--- src/rtl/priority_arbiter_pkg.sv ---
// priority_arbiter_pkg
//   Shared types and constants for the four-requester priority arbiter.
//   - N_REQ   : number of requesters
//   - ID_W    : width of the binary grant index
//   - state_e : arbiter FSM states (IDLE, GRANT, RELEASE)
//   - id_to_onehot : converts a grant index into a one-hot grant vector
package priority_arbiter_pkg;

  localparam int N_REQ = 4;
  localparam int ID_W  = 2;

  typedef enum logic [1:0] {
    IDLE    = 2'd0,
    GRANT   = 2'd1,
    RELEASE = 2'd2
  } state_e;

  function automatic logic [N_REQ-1:0] id_to_onehot(input logic [ID_W-1:0] id);
    logic [N_REQ-1:0] oh;
    oh     = '0;
    oh[id] = 1'b1;
    return oh;
  endfunction

endpackage

--- src/rtl/priority_encoder_4_2.sv ---
// priority_encoder_4_2
//   Combinational 4-to-2 priority encoder; the highest set bit wins.
//   Ports:
//     req_i   [3:0] : request vector
//     id_o    [1:0] : index of the highest set bit (0 when req_i is zero)
//     valid_o       : 1 when any bit of req_i is set
module priority_encoder_4_2
  import priority_arbiter_pkg::*;
(
  input  logic [N_REQ-1:0] req_i,
  output logic [ID_W-1:0]  id_o,
  output logic             valid_o
);

  always_comb begin
    id_o = '0;
    if (req_i[3])      id_o = 2'd3;
    else if (req_i[2]) id_o = 2'd2;
    else if (req_i[1]) id_o = 2'd1;
    else               id_o = 2'd0;
  end

  assign valid_o = |req_i;

endmodule

--- src/rtl/priority_arbiter_4.sv ---
// priority_arbiter_4
//   Four-requester arbiter for one shared resource. Priority-encodes the
//   request vector, registers a one-hot grant plus its binary index, and
//   holds the grant until the owner drops its request or MAX_HOLD cycles
//   have elapsed. A single RELEASE cycle (gnt = 0) separates consecutive
//   grants, including a re-grant to the same requester.
//
//   Optional feature macro: PRIORITY_ARBITER_RR_EN
//     defined   : rotating priority; the previous owner becomes lowest
//                 priority (order after owner k: k-1, k-2, ..., k).
//     undefined : fixed priority 3 > 2 > 1 > 0.
//
//   Parameters:
//     MAX_HOLD : maximum consecutive grant cycles per owner (2..256)
//   Ports:
//     clk       : rising-edge clock
//     rst       : asynchronous active-high reset
//     req       [3:0] : level requests
//     gnt       [3:0] : registered one-hot grant, zero when no owner
//     gnt_id    [1:0] : binary owner index, meaningful only with gnt_valid
//     gnt_valid       : registered copy of |gnt
//     timeout         : one-cycle pulse in the RELEASE cycle after a
//                       grant was revoked by the hold limit
module priority_arbiter_4
  import priority_arbiter_pkg::*;
#(
  parameter int MAX_HOLD = 8
) (
  input  logic             clk,
  input  logic             rst,
  input  logic [N_REQ-1:0] req,
  output logic [N_REQ-1:0] gnt,
  output logic [ID_W-1:0]  gnt_id,
  output logic             gnt_valid,
  output logic             timeout
);

  localparam int              CNT_W   = (MAX_HOLD > 1) ? $clog2(MAX_HOLD) : 1;
  localparam logic [CNT_W-1:0] CNT_MAX = CNT_W'(MAX_HOLD - 1);

  state_e            state_q, state_d;
  logic [N_REQ-1:0]  gnt_q, gnt_d;
  logic [ID_W-1:0]   gnt_id_q, gnt_id_d;
  logic              gnt_valid_q, gnt_valid_d;
  logic              timeout_q, timeout_d;
  logic [CNT_W-1:0]  hold_cnt_q, hold_cnt_d;

  logic [N_REQ-1:0]  req_rot;
  logic [ID_W-1:0]   enc_id;
  logic              enc_vld;
  logic [ID_W-1:0]   win_id;

`ifdef PRIORITY_ARBITER_RR_EN
  logic [ID_W-1:0]      last_q, last_d;
  logic [2*N_REQ-1:0]   req_dbl;

  // Rotate so that req[last] lands on bit 0 (lowest priority) and
  // req[last-1] lands on bit 3 (highest); the encoder result is then
  // mapped back with modular addition.
  assign req_dbl = {req, req} >> last_q;
  assign req_rot = req_dbl[N_REQ-1:0];
  assign win_id  = enc_id + last_q;
`else
  assign req_rot = req;
  assign win_id  = enc_id;
`endif

  priority_encoder_4_2 u_pick (
    .req_i   (req_rot),
    .id_o    (enc_id),
    .valid_o (enc_vld)
  );

  // Rotation preserves the OR of the vector, so enc_vld is |req.
  always_comb begin
    state_d     = state_q;
    gnt_d       = gnt_q;
    gnt_id_d    = gnt_id_q;
    timeout_d   = 1'b0;
    hold_cnt_d  = hold_cnt_q;
`ifdef PRIORITY_ARBITER_RR_EN
    last_d      = last_q;
`endif

    unique case (state_q)
      IDLE, RELEASE: begin
        gnt_d = '0;
        if (enc_vld) begin
          gnt_d      = id_to_onehot(win_id);
          gnt_id_d   = win_id;
          hold_cnt_d = '0;
          state_d    = GRANT;
        end else begin
          state_d    = IDLE;
        end
      end

      GRANT: begin
        hold_cnt_d = (hold_cnt_q == CNT_MAX) ? hold_cnt_q : hold_cnt_q + CNT_W'(1);
        // Owner drop is checked first so it beats a simultaneous limit hit.
        if (!req[gnt_id_q]) begin
          gnt_d   = '0;
          state_d = RELEASE;
`ifdef PRIORITY_ARBITER_RR_EN
          last_d  = gnt_id_q;
`endif
        end else if (hold_cnt_q == CNT_MAX) begin
          gnt_d     = '0;
          timeout_d = 1'b1;
          state_d   = RELEASE;
`ifdef PRIORITY_ARBITER_RR_EN
          last_d    = gnt_id_q;
`endif
        end
      end

      default: begin
        state_d = IDLE;
        gnt_d   = '0;
      end
    endcase

    gnt_valid_d = |gnt_d;
  end

  always_ff @(posedge clk or posedge rst) begin
    if (rst) begin
      state_q     <= IDLE;
      gnt_q       <= '0;
      gnt_id_q    <= '0;
      gnt_valid_q <= 1'b0;
      timeout_q   <= 1'b0;
      hold_cnt_q  <= '0;
    end else begin
      state_q     <= state_d;
      gnt_q       <= gnt_d;
      gnt_id_q    <= gnt_id_d;
      gnt_valid_q <= gnt_valid_d;
      timeout_q   <= timeout_d;
      hold_cnt_q  <= hold_cnt_d;
    end
  end

`ifdef PRIORITY_ARBITER_RR_EN
  always_ff @(posedge clk or posedge rst) begin
    if (rst) last_q <= '0;
    else     last_q <= last_d;
  end
`endif

  assign gnt       = gnt_q;
  assign gnt_id    = gnt_id_q;
  assign gnt_valid = gnt_valid_q;
  assign timeout   = timeout_q;

endmodule

--- config.mk ---
export PLATFORM = sky130hd
export DESIGN_NAME = priority_arbiter_4
export DESIGN_NICKNAME = d
export VERILOG_FILES = /design/src/rtl/priority_arbiter_pkg.sv /design/src/rtl/priority_encoder_4_2.sv /design/src/rtl/priority_arbiter_4.sv
export SDC_FILE = /design/constraint.sdc
export NUM_CORES = 1
export LEC_CHECK = 0
export CAP_MARGIN = 10
export CORE_MARGIN = 2
export CORE_UTILIZATION = 45
export CTS_BUF_LIST = sky130_fd_sc_hd__clkbuf_8
export DETAILED_ROUTE_END_ITERATION = 7
export PLACE_DENSITY = 0.76
export SETUP_SLACK_MARGIN = 0.2
export SYNTH_ARGS = -nofsm -noshare
export SYNTH_HDL_FRONTEND = slang
export SYNTH_SLANG_ARGS = --single-unit
--- constraint.sdc ---
create_clock -name clk -period 1.5 [get_ports clk]
set_input_delay 0.225 -clock clk [delete_from_list [all_inputs] [get_ports clk]]
set_output_delay 0.225 -clock clk [all_outputs]
set_load 0.02 [all_outputs]
# --- After elaboration in Yosys (flattened, before gate mapping) ---
# Cells that the tools add are included.
totals:
  latch_bits: 0
  reg_bits: 13
  input_bits: 6
  mem_count: 0
  output_inout_bits: 8
  mem_bits_rw: 0
  wordCells: 45
  mem_bits_ro: 0
op_classes:
  bitwise: 0
  n_shift: 0
  n_eq_ne: 6
  div: 0
  reduce_logical: 8
  addsub: 1
  muxes: 21
  mul: 0
  order_cmp: 3
ops:
  columns: ["cell", "count"]
  rows:
  - ["two-way mux 4 bit", 3]
  - ["two-way mux 2 bit", 4]
  - ["one-hot mux 4 bit (2 select lines)", 1]
  - ["OR reduction 4 bit", 2]
  - ["two-way mux 1 bit", 7]
  - ["less-than comparator 2 x 3 -> 1 bit (second input constant)", 2]
  - ["two-way mux 3 bit", 2]
  - ["one-hot mux 3 bit (2 select lines)", 1]
  - ["inequality test 2 bit (second input constant)", 2]
  - ["one-hot mux 2 bit (2 select lines)", 1]
  - ["adder 3 x 1 -> 3 bit (second input constant)", 1]
  - ["== test 3 bit (second input constant)", 1]
  - ["inequality test 3 bit (second input constant)", 1]
  - ["AND reduction 3 bit", 1]
  - ["binary-select mux 1 bit (select 2 bit)", 1]
  - ["demux 1 bit (select 2 bit)", 1]
  - ["== test 2 x 1 -> 1 bit (second input constant)", 1]
  - ["== test 2 bit (second input constant)", 1]
  - ["greater-or-equal comparator 2 x 1 -> 1 bit (second input constant)", 1]
  - ["logical NOT 2 bit", 1]
  - ["AND reduction 2 bit", 1]
  - ["nonzero test 2 bit", 1]
  - ["OR reduction 2 bit", 1]
  - ["logical AND 1 bit", 1]

# --- Longest topological paths before layout ---
# Gate-level depths: netlist (run 1).
logic_depth:
  ltp_word: 10
  depth_mapped: 5
  ltp_nobuf: 5

# --- Hierarchy ---
# Synthesis (run 1) repeated with hierarchy kept, for this count alone.
unflattened:
  hier_cells: 51
  hier_area_um2: 599.3
by_module_without_submodules:
  columns: ["module", "seq_area_each_um2", "n_inst", "cells_each", "area_per_inst_um2"]
  rows:
  - ["priority_arbiter_4", 325.3, 1, 47, 575.6]
  - ["priority_encoder_4_2", 0.0, 1, 4, 23.8]

# --- Worst setup path before layout (run 1) ---
# OpenSTA, ideal clock, no wires.
synth_path:
  path_type: "reg2reg"
  start: "register gnt_id_q[0] (netlist: gnt_id[0])"
  end: "register gnt_q[1] (netlist: gnt[1])"
  period_less_slack_ps: 1507
  arrival_time_ps: 1386
  t_required_ps: 1379
  path_slack_ps: -7
  path_stages_with_launch: 4
  path_buffers: 0
  setup_time_ps: 121
  cell_sequence: "dfrtp_1 mux4_2 and2_4 a22o_1"
synth_via:
  elab_chain_cells: 4
synth_rtl:
  columns: ["element", "line", "text"]
  rows:
  - ["start: declaration", "priority_arbiter_4.sv:43", "logic [ID_W-1:0] gnt_id_q, gnt_id_d;"]
  - ["start signal: assignment", "priority_arbiter_4.sv:137", "gnt_id_q <= gnt_id_d;"]
  - ["binary-select mux 1 bit (select 2 bit)", "priority_arbiter_4.sv:101", "if (!req[gnt_id_q]) begin"]
  - ["two-way mux 1 bit (not written as such)", "priority_arbiter_4.sv:101", null]
  - ["two-way mux 4 bit", "priority_arbiter_4.sv:101", null]
  - ["one-hot mux 4 bit (2 select lines)", "priority_arbiter_4.sv:85", "unique case (state_q)"]
  - ["named net gnt_d[1]", "priority_arbiter_4.sv:42", "logic [N_REQ-1:0] gnt_q, gnt_d;"]
  - ["end signal: assignment", "priority_arbiter_4.sv:136", "gnt_q <= gnt_d;"]
  - ["end: declaration", "priority_arbiter_4.sv:42", null]
# The timed path passes the listed nets, and every way through them passes these cells. The select of a mux whose other input is x is not followed.
# A chain may end at the register's enable or synchronous reset.

# --- Worst setup path in the final report (run 1) ---
layout_path:
  start: "register hold_cnt_q[1]"
  end: "register hold_cnt_q[1]"
layout_via:
  elab_chain_cells: 3
  elab_cells_between_ends: 6
  classes_between: "1 x add/sub; 2 x eq/ne; 2 x mux; 1 x reduce/logical"
layout_rtl:
  columns: ["element", "line", "text"]
  rows:
  - ["start: declaration", "priority_arbiter_4.sv:46", "logic [CNT_W-1:0] hold_cnt_q, hold_cnt_d;"]
  - ["start signal: assignment", "priority_arbiter_4.sv:140", "hold_cnt_q <= hold_cnt_d;"]
  - ["adder 3 x 1 -> 3 bit or == test 3 bit (tied branches)", "priority_arbiter_4.sv:99", "hold_cnt_d = (hold_cnt_q == CNT_MAX) ? hold_cnt_q : hold_cnt_q + CNT_W'(1);"]
  - ["two-way mux 3 bit or inequality test 2 bit (tied branches)", null, null]
  - ["one-hot mux 3 bit (2 select lines) or AND reduction 3 bit (tied branches)", null, null]
# Several ways; a longest one is shown, not always the timed one. The select of a mux whose other input is x is not followed.

==> results by group, run 1 <==
Setup path
  – Setup crit end kind: register
  – Reg2reg end: hold_cnt_q[1]
  – Worst r2r src: hold_cnt_q[1]
  – Flop2flop setup slack: around 0.087 ns
  – Crit start category: register
  – Worst r2r path cells: 5
  – Worst path cell trace: ha_2 -> ha_4 -> or3b_4 -> nand2_1 -> o21ai_1
  – CP bufs+invs: 0
  – Max incr delay on CP: between 0.3 and 0.4 ns
  – CP Max Fanout: 3
  – Worst path top cell family by delay: simple AND/OR/NAND/NOR gates
  – Crit path from: hold_cnt_q[1]
  – WS Path Type: reg -> reg
  – Crit path DAT: between 1.5 and 2 ns
  – Crit path depth: 5
  – CP max-delay cell: dfrtp_1
  – WP data required: 1.61 ns
  – CP Capture Point: hold_cnt_q[1]

Placement
  – DP Wirelength: 1.12 mm
  – Placed Area: between 800 and 900 um^2
  – Port buffer count: 13
  – Gp weighted congestion: around 0.77

Finish
  – Layout Nets: slightly below 90
  – Area growth, synth to finish: 51.1%
  – Final instance area: about 910 um^2
  – Layout cell share with drive strength beyond 1: 0.342
  – Fillcell total: 90
  – Most frequent cells in the layout: 12 x dfrtp_1, 8 x dlygate4sd2_1, 7 x inv_1, 7 x buf_4, 5 x clkdlybuf4s50_1
  – ANT cells: 0
  – Most common cell after layout, fill and taps aside: dfrtp_1

Route
  – Routed Antenna Nets: 0
  – DRC Markers: 0
  – Vias: between 500 and 600
  – Routed vias/inst: between 5 and 6
  – Drt total wl: 1.48 mm
  – Initial DRC count: 9
  – WL per Instance: between 15 and 20 um
  – DR pass1 iterations: 4

Floorplan
  – Core area: 0.00127 mm^2
  – Die X-Extent: between 40 and 50 um
  – Row cnt: 13
  – DIE HEIGHT: approximately 41 um
  – I/O pins: 14
  – Initial core utilization: 0.474
  – Die area: about 0.0016 mm^2

STA
  – Clock Skews: 0.00234 ns
  – Fin crit share: 0.942
  – Final hold viol count: 0
  – Crit path time final: around 1.4 ns
  – Max-slew violations: 0
  – Worst slew margin: 0.670
  – Final setup TNS: 0 ns
  – RSZ-0062 raised after global routing: yes
  – Worst Tran Pin Value: 0.494 ns
  – FMAX: slightly above 0.7 GHz
  – Setup Viol. Count Final: 0

Logic synthesis
  – Synth Area per Inst: around 11 um^2
  – Synth Cell Area: ~600 um^2
  – Syn Nets: between 60 and 70
  – Yosys reg bits: 13
  – Synth area leader: dfrtp_1
  – Synth unique cells: 22
  – Synthesis warning total: 0
  – Top cells by area, synth: dfrtp_1 54%, o21ai_0 5.0%, nand2_1 4.4%
  – Area fraction of the dominant cell type after synthesis: 0.541
  – Mapped Cells: between 50 and 60
  – Seq/Total Area, Yosys: 0.541

Clock network
  – Clock Pin Slew Worst Setup and Hold Paths: about 0.06 ns
  – CTS tree: done
  – Clock buffer depth: 2
  – Htree depth: 1
  – Total CTS buffers: 3
  – Clk Latency, worst-skew pair: 0.24 ns
  – Num Clock Sinks: 13
  – CTS root buf: clkbuf_8

GRT
  – First-pass GRT wire length: 2.26 mm
  – Vias in the first global route: 494
  – Grt ovf: 0
  – Largest net degree at the start of global routing: 14
  – Tot GR Track Use: 0.214
  – Initial antenna violation count: 0

Power and ir drop
  – LEAKAGE: ~0.44 nW
  – Cell area power density: 1960 mW/mm^2
  – Peak VDD IR: ~0.0010 V

Run
  – MaxCap Viol Count: 0

Worst hold path
  – Worst hold path class: in -> async

Status
  – Outcome: complete, no violations
-- synthesized netlist by cell type --
library cell,number
mux4_2,1
ha_1,2
dfrtp_1,13
buf_2,1
nand2_1,7
nand2b_1,1
nor2_1,3
inv_1,6
a21o_1,1
a22o_1,2
a21oi_1,2
o2bb2ai_1,1
nor3_1,1
nor4_1,1
a211oi_1,1
or3b_1,1
and2_4,1
a32o_2,1
nor3b_4,1
o21ai_0,6
o32ai_1,1
nor4b_1,1
-- metrics by stage --
step / hold slack, ns / std cells / setup slack [ns] / util / total power (W)
after CTS: 0.322 / 93 / 0.104 / 0.676 / 0.00166
after global placement: 0.518 / 88 / -0.106 / 0.638 / 0.00133
after floorplan: 0.102 / 55 / 0.0636 / - / 0.00106
after detailed placement: 0.527 / 88 / -0.161 / 0.638 / 0.00137
final: 0.305 / 94 / 0.0868 / 0.717 / 0.00179
after global routing: 0.372 / 94 / 0.0448 / 0.717 / 0.00190
-- how the worst min path moves through the flow --
stage	startpoint	to	slack (ns)	depth (start not counted)
2_1_floorplan	rst	gnt[0]	0.10	1
3_3_place_gp	gnt[0]	gnt[0]	0.52	1
3_5_place_dp	gnt[0]	gnt[0]	0.53	1
4_1_cts	rst	gnt[1]	0.32	2
5_1_grt	rst	gnt[0]	0.37	2
6_report	rst	gnt[0]	0.31	2
-- flip-flops by register name, summed over array words and instances, names as in the netlist --
register	flops
gnt	4
hold_cnt_q	3
gnt_id	2
state_q	2
gnt_valid	1
timeout	1
-- area by class of cell --
class,count,area (um^2),share of cell area
sequential,13,327,0.359
clock buffer,3,41.3,0.0454
inverter,6,22.5,0.0248
tap,15,18.8,0.0206
multi-input combinational,35,313,0.344
timing repair buffer,21,184,0.202
clock inverter,1,3.75,0.00413
-- repair_timing --
| action | 4_1_cts | 5_1_grt |
|---|---|---|
| resized for setup | 11 | 9 |
| setup endpoints to repair | 19 | 11 |
| hold buffers | 0 | 0 |
| cloned | 0 | 0 |
| pin swaps | 4 | 7 |
| setup buffers | 1 | 1 |
-- power breakdown --
group / total, W / switching [W] / internal [W]
Clock: 0.000301 / 0.000121 / 0.000180
Combinational: 0.000863 / 0.000427 / 0.000436
Sequential: 0.000621 / 0.000139 / 0.000482
Total: 0.00179 / 0.000687 / 0.00110
-- routing by layer --
layer	track usage	up-vias	share of wire	wire length, um
met4	0.0750	0	0.017	25
met2	0.365	21	0.53	790
met3	0.0333	4	0.049	72
met5	0	-	0	0
li1	-	243	-	-
met1	0.269	253	0.40	591
-- worst register-to-register path, delay by kind of cell, from the launching register on --
| family | cells | cell delay [ns] |
|---|---|---|
| simple gates | 2 | 0.46 |
| flops | 1 | 0.39 |
| fa+ha+maj | 2 | 0.38 |
| compound gates | 1 | 0.06 |
-- logic make-up (layout without fill, tap and decap cells) --
logic type                 after synthesis  in the layout  synth area share
buffers and inverters                    7             31            0.0457
muxes                                    1              1            0.0374
DFF                                     13             13             0.541
AOI/OAI and AO/OA                       15             15             0.168
adders and majority gates                2              2            0.0416
and+or+nand+nor                         17             17             0.166
Power figures use the tool's default switching activity.
==> run 2: changes to the inputs <==
--- a/config.mk
+++ b/config.mk
@@ -5,13 +5,15 @@
 export SDC_FILE = /design/constraint.sdc
 export NUM_CORES = 1
 export LEC_CHECK = 0
+export ABC_AREA = 0
 export CAP_MARGIN = 10
 export CORE_MARGIN = 2
 export CORE_UTILIZATION = 45
 export CTS_BUF_LIST = sky130_fd_sc_hd__clkbuf_8
 export DETAILED_ROUTE_END_ITERATION = 7
 export PLACE_DENSITY = 0.76
-export SETUP_SLACK_MARGIN = 0.2
+export SETUP_SLACK_MARGIN = 0.3
+export SKIP_LAST_GASP = 1
 export SYNTH_ARGS = -nofsm -noshare
 export SYNTH_HDL_FRONTEND = slang
 export SYNTH_SLANG_ARGS = --single-unit
==> run 2 against run 1 <==
  * Sequential cell count unchanged
  * Cell area decreased by 1.9%
  * Die area unchanged
  * Count of clock-buffer cells in the layout unchanged
  * Clock skew increased by 0.0051 ns
  * Clock power increased by 3%
  * Fmax increased by 0.51%
  * Critical path depth unchanged
  * Sequential share of layout area increased by 0.70 points
  * Global-route usage decreased by 1.3 points
  * Via count increased by 2.5%
  * Worst hold slack got worse by 0.0072 ns
==> results by group, run 2 (same netlist as run 1, synthesis figures left out) <==
Status
  – Outcome: complete, no violations

Clock network
  – Htree depth: 1
  – Post-CTS Hold Buffers: 0
  – Total CTS buffers: 3
  – CTS root buf: clkbuf_8
  – Clock Pin Slew Worst Setup and Hold Paths: approximately 0.06 ns
  – Clock buffer depth: 2
  – CTS tree: done
  – Num Clock Sinks: 13
  – Clk Latency, worst-skew pair: 0.25 ns

STA
  – Max-slew violations: 0
  – FMAX: 0.711 GHz
  – Clock Skews: 0.00741 ns
  – Worst slew margin: 0.669
  – RSZ-0062 raised after global routing: yes
  – Final hold viol count: 0
  – Worst Tran Pin Value: just under 0.5 ns
  – Setup Viol. Count Final: 0
  – Crit path time final: roughly 1.4 ns
  – Fin crit share: 0.937
  – Setup slack after layout: around 0.094 ns

Placement
  – Port buffer count: 13
  – Placed Cells: 88
  – Placed Area: ~820 um^2
  – Pre-CTS setup slack: -0.128 ns
  – Gp weighted congestion: 0.774
  – DP Wirelength: around 930 um

Power and ir drop
  – Cell area power density: around 2000 mW/mm^2
  – Peak VDD IR: ~0.0012 V
  – LEAKAGE: about 0.43 nW

GRT
  – First-pass GRT wire length: approximately 2.1 mm
  – Initial antenna violation count: 0
  – Grt ovf: 0
  – Vias in the first global route: 477
  – Tot GR Track Use: 0.201
  – Largest net degree at the start of global routing: 14

Route
  – WL met2: 723 um
  – Drt total wl: between 1 and 1.5 mm
  – WL per Instance: between 15 and 20 um
  – Routed vias/inst: roughly 5.6
  – Uppermost layer routed: met4
  – WL met3: approximately 43 um
  – DR pass1 iterations: 4
  – Routed Antenna Nets: 0
  – Initial DRC count: 11
  – Vias: approximately 530
  – Wl on met1: about 640 um
  – DRC Markers: 0

Floorplan
  – Initial core utilization: 0.474
  – Die X-Extent: about 41 um
  – Row cnt: 13
  – DIE HEIGHT: 40.6 um
  – Die area: ~0.0016 mm^2
  – I/O pins: 14
  – Core area: ~0.0013 mm^2

Setup path
  – CP max-delay cell: or3b_4
  – WS Path Type: reg -> reg
  – CP Max Fanout: 3
  – Setup crit end kind: register
  – Crit path DAT: approximately 1.5 ns
  – Crit start category: register
  – Max incr delay on CP: 0.39 ns
  – WP data required: 1.62 ns
  – Worst path cell trace: ha_2 -> ha_4 -> or3b_4 -> nand2_2 -> o21ai_1

Finish
  – Non-Filler Instances: 95
  – Most frequent cells in the layout: 12 x dfrtp_1, 8 x buf_4, 7 x inv_1
  – Max reg flops: 4
  – Most common cell after layout, fill and taps aside: dfrtp_1
  – Final instance area: slightly below 900 um^2
  – Layout Nets: slightly below 90
  – ANT cells: 0
  – Area growth, synth to finish: 48.2%
  – Layout cell share with drive strength beyond 1: 0.375

Run
  – MaxCap Viol Count: 0

Worst hold path
  – Worst hold path class: in -> async
## run 2: final timing paths
check / from / endpoint / slack [ns] / cells after the start
setup / recovery: hold_cnt_q[0] / hold_cnt_q[1] / 0.09 / 5
hold / removal: rst / gnt[0] / 0.30 / 2
setup reg to reg: hold_cnt_q[0] / hold_cnt_q[1] / 0.09 / 5
hold reg to reg: gnt[3] / gnt[3] / 0.54 / 1
max in group asynchronous: rst / gnt_id[0] / 0.84 / 2
min in group clk: req[3] / gnt[2] / 0.45 / 3
## run 2: per-layer routing
layer,global-route usage,up-vias
li1,-,247
met1,0.274,267
met2,0.306,16
met3,0.0333,4
met4,0.100,0
met5,0,-
## run 2: power breakdown
group	internal [W]	switching, W	leakage (nW)	total, W
Combinational	0.000431	0.000414	0.243	0.000845
Clock	0.000181	0.000128	0.0269	0.000309
Sequential	0.000482	0.000138	0.165	0.000620
## run 2: area by class of cell
class                           count  area, um^2
Fill cell                          97         377
Sequential cell                    13         327
Clock inverter                      1        3.75
Tap cell                           15        18.8
Inverter                            6        22.5
Timing Repair Buffer               22         176
Clock buffer                        3        41.3
Multi-Input combinational cell     35         303
## run 2: timing repair
item | in CTS | in global routing
resized for setup | 17 | 11
setup endpoints to repair | 19 | 17
buffers inserted | 3 | 0
pin swaps | 5 | 1
## run 2: through the flow
stage	hold WS (ns)	power, W	TNS [ns]	util
CTS	0.319	0.00174	0	0.708
global route	0.370	0.00189	0	0.703
finish	0.298	0.00177	0	0.703
floorplan	0.102	0.00107	0	-
global placement	0.519	0.00133	-0.707	0.643
detailed placement	0.514	0.00135	-0.791	0.643
## run 2: critical path, delay by kind of cell (launching register included)
family                     cells  cell delay [ns]
adders and majority gates      2             0.37
AOI/OAI and AO/OA              1             0.06
and+or+nand+nor                2             0.46
DFF                            1             0.38
